==> config.mk <==
export PLATFORM = sky130hd
export DESIGN_NAME = router_egress_arbiter_flat
export DESIGN_NICKNAME = d
export VERILOG_FILES = /design/src/rtl/router_pkg.sv /design/src/rtl/router_egress_arbiter_if.sv /design/src/rtl/router_rr_pick.sv /design/src/rtl/router_egress_arbiter.sv /design/src/flat_wrapper.sv
export SDC_FILE = /design/constraint.sdc
export NUM_CORES = 1
export LEC_CHECK = 0
export BUFFER_PORTS_ARGS = -buffer_cell sky130_fd_sc_hd__buf_2
export CORE_UTILIZATION = 56
export CTS_CLUSTER_DIAMETER = 80
export DETAILED_ROUTE_END_ITERATION = 16
export GPL_ROUTABILITY_DRIVEN = 1
export PLACE_DENSITY = 0.86
export SLEW_MARGIN = 20
export SYNTH_ARGS = -nofsm -noshare
export SYNTH_HDL_FRONTEND = slang
export SYNTH_SLANG_ARGS = --single-unit
==> constraint.sdc <==
create_clock -name clock -period 4.5 [get_ports clock]
set_input_delay 0.225 -clock clock [delete_from_list [all_inputs] [get_ports clock]]
set_output_delay 0.225 -clock clock [all_outputs]
set_load 0.01 [all_outputs]
==> src/rtl/router_pkg.sv <==
// Shared definitions for the router egress path.
// Contents: byte/length widths, header field offsets, one-hot FSM state
// encoding for the egress arbiter, and a modulo-3 index increment helper
// used by the round-robin picker.
package router_pkg;

  localparam int DATA_W = 8;
  localparam int LEN_W  = 6;

  // Header byte layout: destination address in [1:0], payload length in [7:2].
  localparam int ADDR_LSB = 0;
  localparam int ADDR_W   = 2;
  localparam int LEN_LSB  = 2;

  // One-hot arbiter states. The spare code is never entered on purpose; any
  // non-listed pattern falls back to IDLE.
  localparam logic [5:0] S_IDLE    = 6'b000001;
  localparam logic [5:0] S_READ    = 6'b000010;
  localparam logic [5:0] S_CAPTURE = 6'b000100;
  localparam logic [5:0] S_SEND    = 6'b001000;
  localparam logic [5:0] S_DONE    = 6'b010000;
  localparam logic [5:0] S_SPARE   = 6'b100000;

  typedef logic [1:0] port_t;

  // Next FIFO index in the cyclic order 0 -> 1 -> 2 -> 0. An out-of-range
  // index (3) is treated like 2 so the order restarts at 0.
  function automatic port_t rr_next(input port_t idx);
    return (idx >= 2'd2) ? 2'd0 : idx + 2'd1;
  endfunction

endpackage

==> src/rtl/router_egress_arbiter_if.sv <==
// Egress link bundle: one byte per transfer with valid/ready handshake plus
// packet framing (sop/eop) and an abort pulse.
//   master: drives egress_data/valid/sop/eop/abort, samples egress_ready
//   slave : samples the byte and framing, drives egress_ready
interface router_egress_arbiter_if #(
  parameter int DATA_W = router_pkg::DATA_W
) ();

  logic [DATA_W-1:0] egress_data;
  logic              egress_valid;
  logic              egress_sop;
  logic              egress_eop;
  logic              egress_abort;
  logic              egress_ready;

  modport master (
    output egress_data, egress_valid, egress_sop, egress_eop, egress_abort,
    input  egress_ready
  );

  modport slave (
    input  egress_data, egress_valid, egress_sop, egress_eop, egress_abort,
    output egress_ready
  );

endinterface

==> src/rtl/router_rr_pick.sv <==
// Combinational 3-way round-robin picker.
//   req[2:0]  : request per FIFO
//   last[1:0] : index granted most recently (lowest priority next)
//   pick[1:0] : first requester in order last+1, last+2, last (mod 3)
//   any       : at least one request present
// pick is 0 when nothing is requesting.
module router_rr_pick (
  input  logic [2:0] req,
  input  logic [1:0] last,
  output logic [1:0] pick,
  output logic       any
);
  import router_pkg::*;

  port_t       last_c;
  port_t       cand [3];
  logic  [2:0] hit;

  assign last_c  = (last > 2'd2) ? 2'd2 : last;
  assign cand[0] = rr_next(last_c);
  assign cand[1] = rr_next(cand[0]);
  assign cand[2] = last_c;
  assign any     = |req;

  for (genvar gi = 0; gi < 3; gi++) begin : g_hit
    assign hit[gi] = req[cand[gi]];
  end

  // Walk from lowest to highest priority so the highest-priority hit wins.
  always_comb begin
    pick = 2'd0;
    for (int i = 2; i >= 0; i--) begin
      if (hit[i]) pick = cand[i];
    end
  end

endmodule

==> src/rtl/router_egress_arbiter.sv <==
// Packet-granular round-robin arbiter draining three router output FIFOs
// onto one egress link. A FIFO owns the link from its header byte to its
// parity byte; priority then rotates. A soft reset of the owning FIFO
// aborts the packet in flight.
// Ports:
//   clock, resetn              : clock, asynchronous active-low reset
//   valid_out_x                : FIFO x non-empty
//   data_out_x                 : FIFO x read data (cycle after read_enb_x)
//   soft_reset_x               : FIFO x flushed this cycle
//   read_enb_x                 : FIFO x pop strobe, at most one high
//   grant                      : index of owning FIFO, held while idle
//   busy                       : arbiter not idle
//   egress (master)            : byte, valid/ready, sop, eop, abort pulse
module router_egress_arbiter #(
  parameter int DATA_W = router_pkg::DATA_W,
  parameter int LEN_W  = router_pkg::LEN_W
) (
  input  logic              clock,
  input  logic              resetn,
  input  logic              valid_out_0,
  input  logic              valid_out_1,
  input  logic              valid_out_2,
  input  logic [DATA_W-1:0] data_out_0,
  input  logic [DATA_W-1:0] data_out_1,
  input  logic [DATA_W-1:0] data_out_2,
  input  logic              soft_reset_0,
  input  logic              soft_reset_1,
  input  logic              soft_reset_2,
  output logic              read_enb_0,
  output logic              read_enb_1,
  output logic              read_enb_2,
  output logic [1:0]        grant,
  output logic              busy,
  router_egress_arbiter_if.master egress
);
  import router_pkg::*;

  localparam logic [LEN_W:0] CNT_ONE = 1;

  logic [2:0]        req_vec;
  logic [2:0]        soft_vec;
  logic [2:0]        rd_vec;
  logic [2:0]        grant_oh;

  logic [5:0]        state_reg, state_next;
  logic [1:0]        grant_reg;
  logic [1:0]        rr_last_reg;
  logic [LEN_W:0]    remaining_reg;
  logic [DATA_W-1:0] data_reg;
  logic              valid_reg, sop_reg, eop_reg, abort_reg;

  logic [1:0]        pick;
  logic              any_req;
  logic              g_valid, g_soft, in_packet, flush, is_hdr;
  logic [DATA_W-1:0] g_data;
  logic [LEN_W-1:0]  hdr_len;

  assign req_vec  = {valid_out_2, valid_out_1, valid_out_0};
  assign soft_vec = {soft_reset_2, soft_reset_1, soft_reset_0};

  router_rr_pick u_pick (
    .req  (req_vec),
    .last (rr_last_reg),
    .pick (pick),
    .any  (any_req)
  );

  // Pop strobe only in READ, only for the owner, and never in a cycle where
  // that FIFO is being flushed.
  for (genvar gi = 0; gi < 3; gi++) begin : g_port
    assign grant_oh[gi] = (grant_reg == 2'(gi));
    assign rd_vec[gi]   = (state_reg == S_READ) & grant_oh[gi] &
                          req_vec[gi] & ~soft_vec[gi];
  end

  assign read_enb_0 = rd_vec[0];
  assign read_enb_1 = rd_vec[1];
  assign read_enb_2 = rd_vec[2];

  assign g_valid = |(req_vec & grant_oh);
  assign g_soft  = |(soft_vec & grant_oh);

  always_comb begin
    g_data = '0;
    case (grant_reg)
      2'd0:    g_data = data_out_0;
      2'd1:    g_data = data_out_1;
      2'd2:    g_data = data_out_2;
      default: g_data = '0;
    endcase
  end

  assign in_packet = (state_reg == S_READ) || (state_reg == S_CAPTURE) ||
                     (state_reg == S_SEND);
  assign flush     = in_packet && g_soft;

  // A zero remaining count means the next captured byte starts a packet.
  assign is_hdr  = (remaining_reg == '0);
  assign hdr_len = g_data[LEN_LSB +: LEN_W];

  always_comb begin
    state_next = state_reg;
    if (flush) begin
      state_next = S_IDLE;
    end else begin
      case (state_reg)
        S_IDLE:    if (any_req) state_next = S_READ;
        S_READ:    if (g_valid) state_next = S_CAPTURE;
        S_CAPTURE: state_next = S_SEND;
        S_SEND:    if (egress.egress_ready) state_next = eop_reg ? S_DONE : S_READ;
        S_DONE:    state_next = S_IDLE;
        default:   state_next = S_IDLE;
      endcase
    end
  end

  always_ff @(posedge clock or negedge resetn) begin
    if (!resetn) begin
      state_reg     <= S_IDLE;
      grant_reg     <= 2'd0;
      rr_last_reg   <= 2'd2;
      remaining_reg <= '0;
      data_reg      <= '0;
      valid_reg     <= 1'b0;
      sop_reg       <= 1'b0;
      eop_reg       <= 1'b0;
      abort_reg     <= 1'b0;
    end else begin
      state_reg <= state_next;
      abort_reg <= 1'b0;
      if (flush) begin
        // Aborted owner drops to lowest priority; framing restarts clean.
        valid_reg     <= 1'b0;
        abort_reg     <= 1'b1;
        rr_last_reg   <= grant_reg;
        remaining_reg <= '0;
      end else begin
        case (state_reg)
          S_IDLE: begin
            if (any_req) grant_reg <= pick;
          end
          S_CAPTURE: begin
            data_reg  <= g_data;
            valid_reg <= 1'b1;
            if (is_hdr) begin
              // Payload bytes plus the trailing parity byte.
              remaining_reg <= {1'b0, hdr_len} + CNT_ONE;
              sop_reg       <= 1'b1;
              eop_reg       <= 1'b0;
            end else begin
              remaining_reg <= remaining_reg - CNT_ONE;
              sop_reg       <= 1'b0;
              eop_reg       <= (remaining_reg == CNT_ONE);
            end
          end
          S_SEND: begin
            if (egress.egress_ready) valid_reg <= 1'b0;
          end
          S_DONE: begin
            rr_last_reg <= grant_reg;
          end
          default: ;
        endcase
      end
    end
  end

  assign grant               = grant_reg;
  assign busy                = (state_reg != S_IDLE);
  assign egress.egress_data  = data_reg;
  assign egress.egress_valid = valid_reg;
  assign egress.egress_sop   = sop_reg;
  assign egress.egress_eop   = eop_reg;
  assign egress.egress_abort = abort_reg;

endmodule

==> src/flat_wrapper.sv <==
// flat-port wrapper written by rule: the top's interface ports become plain ports
module router_egress_arbiter_flat import router_pkg::*;
#(
  parameter int DATA_W = router_pkg::DATA_W,
  parameter int LEN_W  = router_pkg::LEN_W
)
  (clock, resetn, valid_out_0, valid_out_1, valid_out_2, data_out_0, data_out_1, data_out_2, soft_reset_0, soft_reset_1, soft_reset_2, read_enb_0, read_enb_1, read_enb_2, grant, busy, egress_egress_data, egress_egress_valid, egress_egress_sop, egress_egress_eop, egress_egress_abort, egress_egress_ready);
  router_egress_arbiter_if #(.DATA_W(DATA_W)) egress_i ();
  input  logic clock;
  input  logic resetn;
  input  logic valid_out_0;
  input  logic valid_out_1;
  input  logic valid_out_2;
  input  logic [DATA_W-1:0] data_out_0;
  input  logic [DATA_W-1:0] data_out_1;
  input  logic [DATA_W-1:0] data_out_2;
  input  logic soft_reset_0;
  input  logic soft_reset_1;
  input  logic soft_reset_2;
  output logic read_enb_0;
  output logic read_enb_1;
  output logic read_enb_2;
  output logic [1:0] grant;
  output logic busy;
  output wire logic [$bits(egress_i.egress_data)-1:0] egress_egress_data;
  output wire logic [$bits(egress_i.egress_valid)-1:0] egress_egress_valid;
  output wire logic [$bits(egress_i.egress_sop)-1:0] egress_egress_sop;
  output wire logic [$bits(egress_i.egress_eop)-1:0] egress_egress_eop;
  output wire logic [$bits(egress_i.egress_abort)-1:0] egress_egress_abort;
  input wire logic [$bits(egress_i.egress_ready)-1:0] egress_egress_ready;
  assign egress_egress_data = egress_i.egress_data;
  assign egress_egress_valid = egress_i.egress_valid;
  assign egress_egress_sop = egress_i.egress_sop;
  assign egress_egress_eop = egress_i.egress_eop;
  assign egress_egress_abort = egress_i.egress_abort;
  assign egress_i.egress_ready = egress_egress_ready;
  router_egress_arbiter #(.DATA_W(DATA_W), .LEN_W(LEN_W)) u_core (.clock(clock), .resetn(resetn), .valid_out_0(valid_out_0), .valid_out_1(valid_out_1), .valid_out_2(valid_out_2), .data_out_0(data_out_0), .data_out_1(data_out_1), .data_out_2(data_out_2), .soft_reset_0(soft_reset_0), .soft_reset_1(soft_reset_1), .soft_reset_2(soft_reset_2), .read_enb_0(read_enb_0), .read_enb_1(read_enb_1), .read_enb_2(read_enb_2), .grant(grant), .busy(busy), .egress(egress_i));
endmodule
==> results.sh <==
export IMPL_avgSynthCellArea_um2=8.795
export IMPL_cts_hold_buf=1
export IMPL_largest_reg_flops=8
export IMPL_wl_per_cell_um=13.84
export IMPL_ff2ff_setup_slack_ns=1.99
export IMPL_holdWs_ns=0.09437
export IMPL_startpoint_type="flop"
export IMPL_ys_ff_latch=28
export IMPL_hold_path_endpoint="u_core.state_reg[3]"
export IMPL_drc_errors=0
export IMPL_clock_sinks=28
export IMPL_rsz0062_at_grt="false"
export IMPL_crit_arrival_ns=2.74
export IMPL_numCtsBuffers=3
export IMPL_fillers=262
export IMPL_num_nets_final=286
export IMPL_pin_count=51
export IMPL_end_kind="flop"
export IMPL_yosys_area_top_type="dfrtp_1"
export IMPL_grt_max_degree=29
export IMPL_cts_max_path_buffers=2
export IMPL_clock_latency_ns=0.34
export IMPL_critPathRequiredTime_ns=4.74
export IMPL_hpwlAfterDp_mm=3.066
export IMPL_ys_seq_area_share_pct=39.19
export IMPL_grt_usage_pct=24.68
export IMPL_p_per_area_mw_per_mm2=602.9
export IMPL_yosys_area_top_type_share_pct=36.26
export IMPL_worst_slew_pin_slew_ns=0.7727
export IMPL_grt_overflow=0
export IMPL_vias=1689
export IMPL_syn_inst=204
export IMPL_htreeDepth=1
export IMPL_timing_hold_violations_final=0
export IMPL_p_leak_nw=1.012
export IMPL_wl_mm=4.055
export IMPL_cp_max_fo=17
export IMPL_cts_tree="done"
export IMPL_syn_area_mm2=0.001794
export IMPL_vdd_drop_max_uv=387.3
export IMPL_die_w_um=58.61
export IMPL_cts_root_buf="clkbuf_4"
export IMPL_fmax_mhz=398.7
export IMPL_ys_warn_count=0
export IMPL_worst_r2r_endpoint="u_core.state_reg[1]"
export IMPL_drtIter0Drc=66
export IMPL_synthFlopType="dfrtp_1"
export IMPL_drive_gt1_share_pct=27.71
export IMPL_syn_nets=240
export IMPL_status="finished clean"
export IMPL_start_util_pct=58.77
export IMPL_finalSetupTns_ns=0
export IMPL_synth_area_leaders="dfrtp_1 36%, nand2_1 6.7%, mux2i_1 5.0%, a21oi_1 4.7%, nor2_1 3.8%"
export IMPL_place_ws_ns=2.067
export IMPL_ant_nets=0
export IMPL_core_mm2=0.003053
export IMPL_slew_limit_headroom_pct=48.49
export IMPL_mostFrequentLayoutCells="50 x buf_2, 32 x nand2_1, 26 x dfrtp_1"
export IMPL_finalCritPeriodShare_pct=55.74
export IMPL_gp_congestion=0.8786
export IMPL_fin_crit_ns=2.508
export IMPL_grt_pass1_wl_mm=6.472
export IMPL_synth_edf_count=0
export IMPL_first_pass_iters=4
export IMPL_synthToLayoutAreaGrowth_pct=16.88
export IMPL_setup_viol=0
export IMPL_reg2reg_from="u_core.grant[1]"
export IMPL_post_cts_resized=0
export IMPL_layout_commonest_cell="buf_2"
export IMPL_hold_path_class="in -> reg"
export IMPL_setup_ws_ns=1.992
export IMPL_dieArea_mm2=0.003435
export IMPL_finalClockSkew_ns=0.005343
export IMPL_via_per_inst=5.765
export IMPL_slew_violations=0
export IMPL_hold_depth=2
export IMPL_reg2reg_depth=6
export IMPL_path_clk_slew_ns=0.16
export IMPL_synth_distinct_cells=45
export IMPL_antenna_cells=0
export IMPL_antenna_found_initial=0
export IMPL_io_buffers=50
export IMPL_critPathLaunch="u_core.grant[1]"
export IMPL_die_h_um=58.61
export IMPL_async_reset_ff_share_pct=100.0
export IMPL_maxCapViolCount=0
export IMPL_grt_pass1_vias=1504
export IMPL_hold_path_startpoint="egress_egress_ready"
export IMPL_fp_row_count=20
export IMPL_crit_type="reg -> reg"
export IMPL_post_cts_buffers=0
[layer usage]
layer / share of wire [%] / vias up / global-route usage (%) / wire (µm)
met1: 43 / 784 / 32.48 / 1752
met3: 7.5 / 5 / 3.297 / 305
met4: 1.2 / 0 / 8.163 / 48
li1: - / 817 / - / -
met5: 0 / - / 0 / 0
met2: 48 / 83 / 42.20 / 1947
[where the power goes]
group          internal [mW]  switching (mW)
clock network         0.0902          0.0779
registers              0.342           0.112
logic                  0.265           0.377
[Yosys cell counts (4+ instances only)]
cell type  instances
buf_2              4
nand2_1           32
nand2b_1           4
nand3_1            5
dfrtp_1           26
nor2_1            18
inv_1              8
o21ai_0           12
a21oi_1           17
or4_1              4
mux2i_1            9
o2bb2ai_2          4
[metrics by stage]
step                      power (mW)  util [%]  std cells  area, µm²
after floorplan               0.9490         -        204       1794
after global placement         1.072     66.64        288       2034
after detailed placement       1.089     66.64        288       2034
after CTS                      1.262     68.69        293       2097
after global routing           1.356     68.69        293       2097
final                          1.264     68.69        293       2097
[worst max path at each step]
stage                         endpoint  cells past startpoint
6_report           u_core.state_reg[1]                      6
5_1_grt            u_core.state_reg[1]                      6
3_5_place_dp       u_core.state_reg[1]                      6
4_1_cts            u_core.state_reg[1]                      6
3_3_place_gp       u_core.state_reg[1]                      6
2_1_floorplan  u_core.remaining_reg[6]                      8
[area by class of cell]
| type | count | area [µm²] | share of cell area (%) |
|---|---|---|---|
| multi-input combinational | 157 | 992.2 | 47.32 |
| sequential | 28 | 703.2 | 33.53 |
| tap | 44 | 55.05 | 2.625 |
| timing repair buffer | 51 | 260.3 | 12.41 |
| clock buffer | 3 | 22.52 | 1.074 |
| inverter | 9 | 33.78 | 1.611 |
| clock inverter | 1 | 30.03 | 1.432 |
[critical path, stage by stage (launching register included)]
cell	delay, ns
dfrtp_1	0.69
nor2b_4	0.42
a22oi_4	0.16
nor2_1	0.62
nor2_1	0.13
a221oi_1	0.32
a21oi_1	0.07
[cells by family after synthesis]
family                   share of synthesized area, %
multiplexers                                    7.113
buffers and inverters                           5.509
flip-flops                                      39.19
AND/OR/NAND/NOR                                 25.31
AO/OA/AOI/OAI                                   18.83
adder cells (fa/ha/maj)                         2.092
XOR/XNOR                                        1.953
Note: power is estimated with default switching activity, not from simulation.
